### src/rtl/core_pkg.sv
// rtl/core_pkg.sv - shared types and constants for the fetch front end
package core_pkg;

  typedef enum logic [1:0] {IDLE, REQ, WAIT, HOLD} fetch_state_t;

  localparam int INST_BYTES = 4;

  typedef logic [31:0] addr_t;

endpackage

### src/rtl/fetch_sequencer.sv
// rtl/fetch_sequencer.sv - program counter owner and single-outstanding instruction fetch sequencer
module fetch_sequencer
  import core_pkg::*;
#(
  parameter addr_t RESET_PC = 32'h0000_0000
) (
  input  logic        clk,
  input  logic        reset_n,
  input  logic        run,
  input  logic        redirect_en,
  input  logic [31:0] redirect_addr,
  output logic        imem_req_valid,
  input  logic        imem_req_ready,
  output logic [31:0] imem_req_addr,
  input  logic        imem_rsp_valid,
  input  logic [31:0] imem_rsp_data,
  output logic        inst_valid,
  input  logic        inst_ready,
  output logic [31:0] inst_data,
  output logic [31:0] inst_pc,
  output logic        flush
);

  fetch_state_t state;
  addr_t        pc;
  logic         drop_pending;
  logic         req_fire;
  logic         stale_rsp;
  addr_t        redirect_target;
  logic         unused_addr_bits;

  // Handshake outputs are decoded purely from registered state, so there is
  // no combinational path from any input to any output.
  assign imem_req_valid   = (state == REQ) && !drop_pending;
  assign imem_req_addr    = pc;
  assign inst_valid       = (state == HOLD);

  assign req_fire         = imem_req_valid && imem_req_ready;
  // A response while a drop is owed always belongs to the abandoned request.
  assign stale_rsp        = drop_pending && imem_rsp_valid;
  assign redirect_target  = {redirect_addr[31:2], 2'b00};
  assign unused_addr_bits = ^redirect_addr[1:0];

  // Fetch FSM with pc, instruction buffer, stale-response tracking and flush pulse
  always_ff @(posedge clk) begin
    if (!reset_n) begin
      state        <= IDLE;
      pc           <= RESET_PC;
      drop_pending <= 1'b0;
      flush        <= 1'b0;
      inst_data    <= '0;
      inst_pc      <= '0;
    end else begin
      flush <= redirect_en;
      if (redirect_en) begin
        pc <= redirect_target;
        if (state != IDLE) begin
          state <= REQ;
        end
        case (state)
          // A request accepted on the redirect edge still gets a response
          // that must be swallowed later.
          REQ: begin
            if (req_fire) begin
              drop_pending <= 1'b1;
            end else if (stale_rsp) begin
              drop_pending <= 1'b0;
            end
          end
          // A response landing on the redirect edge is simply ignored here.
          WAIT: drop_pending <= !imem_rsp_valid;
          default: begin
            if (stale_rsp) begin
              drop_pending <= 1'b0;
            end
          end
        endcase
      end else begin
        if (stale_rsp) begin
          drop_pending <= 1'b0;
        end
        case (state)
          IDLE: begin
            if (run) begin
              state <= REQ;
            end
          end
          REQ: begin
            if (req_fire) begin
              state <= WAIT;
            end else if (!run) begin
              state <= IDLE;
            end
          end
          WAIT: begin
            if (imem_rsp_valid) begin
              inst_data <= imem_rsp_data;
              inst_pc   <= pc;
              pc        <= pc + addr_t'(INST_BYTES);
              state     <= HOLD;
            end
          end
          HOLD: begin
            if (inst_ready) begin
              state <= run ? REQ : IDLE;
            end
          end
          default: state <= IDLE;
        endcase
      end
    end
  end

endmodule

### config.mk
export PLATFORM = sky130hd
export DESIGN_NAME = fetch_sequencer
export DESIGN_NICKNAME = d
export VERILOG_FILES = /design/src/rtl/core_pkg.sv /design/src/rtl/fetch_sequencer.sv
export SDC_FILE = /design/constraint.sdc
export NUM_CORES = 1
export LEC_CHECK = 0
export CAP_MARGIN = 20
export CORE_ASPECT_RATIO = 0.6
export CORE_MARGIN = 2
export CORE_UTILIZATION = 45
export DETAILED_ROUTE_END_ITERATION = 7
export DONT_BUFFER_PORTS = 1
export HOLD_SLACK_MARGIN = 0.12
export SLEW_MARGIN = 10
export SYNTH_ARGS = -nofsm -noshare
export SYNTH_HDL_FRONTEND = slang
export SYNTH_SLANG_ARGS = --single-unit
### constraint.sdc
create_clock -name clk -period 4.95 [get_ports clk]
set_input_delay 0.99 -clock clk [delete_from_list [all_inputs] [get_ports clk]]
set_output_delay 0.99 -clock clk [all_outputs]
set_load 0.03 [all_outputs]
Word level (Yosys, flattened, before mapping)
Cells that the tools add are included.
{ "classes": {"add_sub_neg": 1, "bitwise": 2, "n_eq_ne": 8, "n_mux": 16, "reduce_logical": 14} }
{ "ops": {"columns": ["operator", "n"], "rows": [
  ["$mux 32", 3],
  ["$add 32x3->32 const B", 1],
  ["$mux 2", 7],
  ["$pmux 2 s4", 1],
  ["$ne 3x3->1 const B", 2],
  ["$reduce_bool 2->1", 3],
  ["$reduce_and 5->1", 1],
  ["$eq 2x2->1 const B", 2],
  ["$mux 1", 4],
  ["$ne 4x4->1 const B", 1],
  ["$reduce_and 2->1", 2],
  ["$logic_and 1x1->1", 3],
  ["$ne 3x2->1 const B", 1],
  ["$reduce_and 3->1", 1],
  ["$eq 2x1->1 const B", 1],
  ["$logic_not 1->1", 2],
  ["$logic_not 2->1", 1],
  ["$ne 2x1->1 const B", 1],
  ["$not 1->1", 2],
  ["$pmux 1 s2", 1],
  ["$reduce_or 2->1", 1]
]} }
{ "word_totals": {"word_cells": 48, "ff_bits": 100} }

Longest topological paths before layout
{ "depth": {"word_depth": 6, "ltp_mapped": 8, "ltp_nobuf": 7} }

Worst setup path before layout
No wires, ideal clock.
{ "synth_path": {"path_type": "input-to-reg", "from": "in imem_rsp_valid", "to": "reg pc[23], in the netlist imem_req_addr[23]", "stages": 6, "n_path_buf": 1, "t_required_ns": 4.880, "slack_ns": 2.790, "setup_time_ns": 0.070, "t_arrival_ns": 2.090, "cell_sequence": "buf_2 > and4_1 > nor4b_4 > nand4_1 > xor2_1 > a21oi_1"} }
{ "synth_via": {"elab_chain_cells": 2} }
{ "synth_lines": {"columns": ["item", "line", "text"], "rows": [
  ["start, declared", "fetch_sequencer.sv:15", "input logic imem_rsp_valid,"],
  ["$reduce_bool 2->1 (no source line)", null, null],
  ["$reduce_and 2->1 (no source line)", null, null],
  ["end signal, assigned", "fetch_sequencer.sv:56", "pc <= redirect_target;"],
  ["end signal, assigned", "fetch_sequencer.sv:99", "pc <= pc + addr_t'(INST_BYTES);"],
  ["end, declared", "fetch_sequencer.sv:25", "addr_t pc;"]
]} }
Every way passes these cells.
A chain may end at the register's enable or synchronous reset.

Worst setup path in the final report
{ "layout_path": {"from": "reg state[1]", "to": "out imem_req_valid"} }
{ "layout_via": {"elab_chain_cells": 2} }
{ "layout_lines": {"columns": ["item", "line", "text"], "rows": [
  ["start, declared", "fetch_sequencer.sv:24", "fetch_state_t state;"],
  ["start signal, assigned", "fetch_sequencer.sv:105", "state <= run ? REQ : IDLE;"],
  ["$eq 2x1->1", "fetch_sequencer.sv:34", "assign imem_req_valid = (state == REQ) && !drop_pending;"],
  ["$logic_and 1x1->1", "fetch_sequencer.sv:34", null],
  ["end, declared", "fetch_sequencer.sv:12", "output logic imem_req_valid,"]
]} }
Every way passes these cells.

==> out/metrics.yaml <==
status: "completed"
finalClockSkew_ns: 0.00919
dp_slack_ns: 2.39
cts_max_path_buffers: 2
worst_pin_slew_ns: 0.732
ys_warn_count: 0
avgViaCountPerCell: 5.71
ys_ff_latch: 96
setup_tns_ns: 0
drc_errors: 0
synth_edf_count: 0
cts.sinks: 96
grt_pass1_vias: 3246
netlist_area_mm2: 0.00408
cpPeakStageDelay_ns: 0.55
diodes: 0
ios: 170
overflow: 0
p_per_area_mw_per_mm2: 370
drt_wl_total_mm: 10.8
post_cts_buffers: 0
cp_cell_sequence: "inv_1, ha_1, nor2b_1"
drtPass1Iterations: 4
first_iter_violations: 178
ys_seq_area_share_pct: 47.1
synth_common_cells: "nand2_1 (136), dfxtp_1 (96), a21oi_1 (85)"
gp_congestion: 0.828
finalCriticalPeriod_ns: 2.55
rows: 26
hpwl_mm: 7.70
synth_area_leaders: "dfxtp_1 (47%), nand2_1 (13%), a21oi_1 (10%), xor2_1 (3.6%), o21ai_0 (2.7%)"
critPathCaptureType: "primary output"
rsz0062_at_grt: "false"
start_kind: "flip-flop"
cap_violations: 0
final_cell_area_mm2: 0.00442
dpl_cell_area_mm2: 0.00412
drv_slew: 0
worstPathRequired_ns: 3.96
vias: 3441
core_mm2: 0.00865
cts_resized: 0
clk-insertion-delay-late_ns: 0.34
wl_per_cell_um: 17.9
fin_ws_ns: 2.40
yosysUniqueCellTypes: 40
setup_viol_count_final: 0
grt_usage_pct: 22.2
start_util_pct: 47.2
grt_max_degree: 57
grt_first_pass_wirelength_mm: 17.3
cellLeakagePower_nw: 1.49
synth_area_leader_cell: "dfxtp_1"
critPathMaxFanout: 5
avgSynthCellArea_um2: 8.08
ant_nets: 0
yosysMostFrequentCell: "nand2_1"
crit_type: "flip-flop to primary output"
cts_made_buffers: 9
ir_worst_vdd_uv: 197
fin_crit_sh_pct: 51.5
tritoncts: "done"
crit_slowest_cell: "nor2b_1"
synth_top_area_share_pct: 47.1
synthCells: 505
syn_to_final_growth_pct: 8.24
clk_pin_slew_ns: 0.06
arrival_ns: 1.56
clock.fmax_mhz: 393
dieArea_mm2: 0.00988
slew_headroom_pct: 51.1
dieHeight_um: 77.8
synthArstFlopShare_pct: 0
postCtsHoldBufs: 0
fin_nets: 564
final_layout_size_suffix_gt1_share_pct: 5.50
portBuffers: 0
antenna_found_initial: 0
htreeDepth: 3
root_buffer: "clkbuf_16"
synth_ff_type: "dfxtp_1"
die_w_um: 127
hold_class: "flip-flop to flip-flop"
final_hold_viol_count: 0
routing by layer:
metal / wire (um) / vias up / track usage, % / part of all wire [%]
met2: 4740 / 140 / 33.6 / 44
met4: 163 / 0 / 6.59 / 1.5
li1: - / 1676 / - / -
met3: 1020 / 16 / 8.62 / 9.5
met5: 0 / - / 0 / 0
met1: 4890 / 1609 / 29.5 / 45
sequential cells by signal, summed over array words and instances (netlist names):
| name | cells |
|---|---|
| imem_req_addr | 30 |
| inst_pc | 30 |
| flush | 1 |
| state | 2 |
| drop_pending | 1 |
| inst_data | 32 |
cell families after synthesis:
logic type / synth area share, %
compound gates: 16.3
flops: 47.1
buf+inv: 4.38
fa+ha+maj: 1.84
xor+xnor: 5.79
simple gates: 24.3
other cells: 0.0919
mux: 0.245
power breakdown:
group          internal, mW  switching (mW)  total [mW]
Sequential            0.791          0.0705       0.862
Combinational        0.0268          0.0476      0.0744
Clock                 0.418           0.281       0.699
Total                  1.24           0.399        1.64
cell usage in the layout (no fill, tap or decap), types with 2 or more instances in the layout:
cell type / netlist / routed
dfxtp_1: 96 / 96
xor2_1: 17 / 17
o2bb2ai_1: 3 / 3
nand3_1: 13 / 12
a311oi_1: 3 / 3
buf_4: 4 / 4
nor3_1: 3 / 3
and2_1: 4 / 4
and3_1: 7 / 7
o21ai_0: 22 / 22
xnor2_1: 10 / 10
inv_1: 5 / 5
nand4_1: 10 / 10
clkbuf_1: 26 / 2
and4_1: 8 / 8
clkbuf_8: 0 / 2
a21oi_1: 85 / 85
clkbuf_16: 0 / 9
nor2_1: 16 / 15
nand2_1: 136 / 136
a211oi_1: 5 / 5
conb_1: 1 / 4
nor2b_1: 3 / 3
ha_1: 6 / 6
worst max-delay path: cells and delay by family, from the launching register on:
family                   cells  cell delay (ns)
adder cells (fa/ha/maj)      1             0.20
buffers and inverters        1             0.12
flip-flops                   1             0.34
AND/OR/NAND/NOR              1             0.55
through the flow:
step | cells | hold WS [ns] | power (mW) | utilization (%)
global route | 603 | 0.601 | 1.70 | 51.1
detailed placement | 588 | 0.529 | 0.953 | 47.6
CTS | 603 | 0.542 | 1.65 | 51.1
floorplan | 508 | 0.498 | 0.935 | -
global placement | 588 | 0.524 | 0.951 | 47.6
finish | 603 | 0.541 | 1.64 | 51.1
worst paths after layout:
check	start	endpoint	slack, ns	cells past startpoint
worst max-delay path	state[1]	imem_req_valid	2.40	3
worst max register to register	state[0]	inst_pc[17]	2.47	7
worst min-delay path	state[0]	state[0]	0.54	2
worst min register to register	state[0]	state[0]	0.54	2
final cells by class:
type / instances / area, um2
Timing Repair Buffer: 4 / 30.0
Multi-Input combinational cell: 370 / 2010
Clock inverter: 2 / 38.8
Inverter: 6 / 22.5
Fill cell: 849 / 4230
Tap cell: 112 / 140
Sequential cell: 96 / 1920
Clock buffer: 13 / 260
Power figures use the tool's default switching activity.
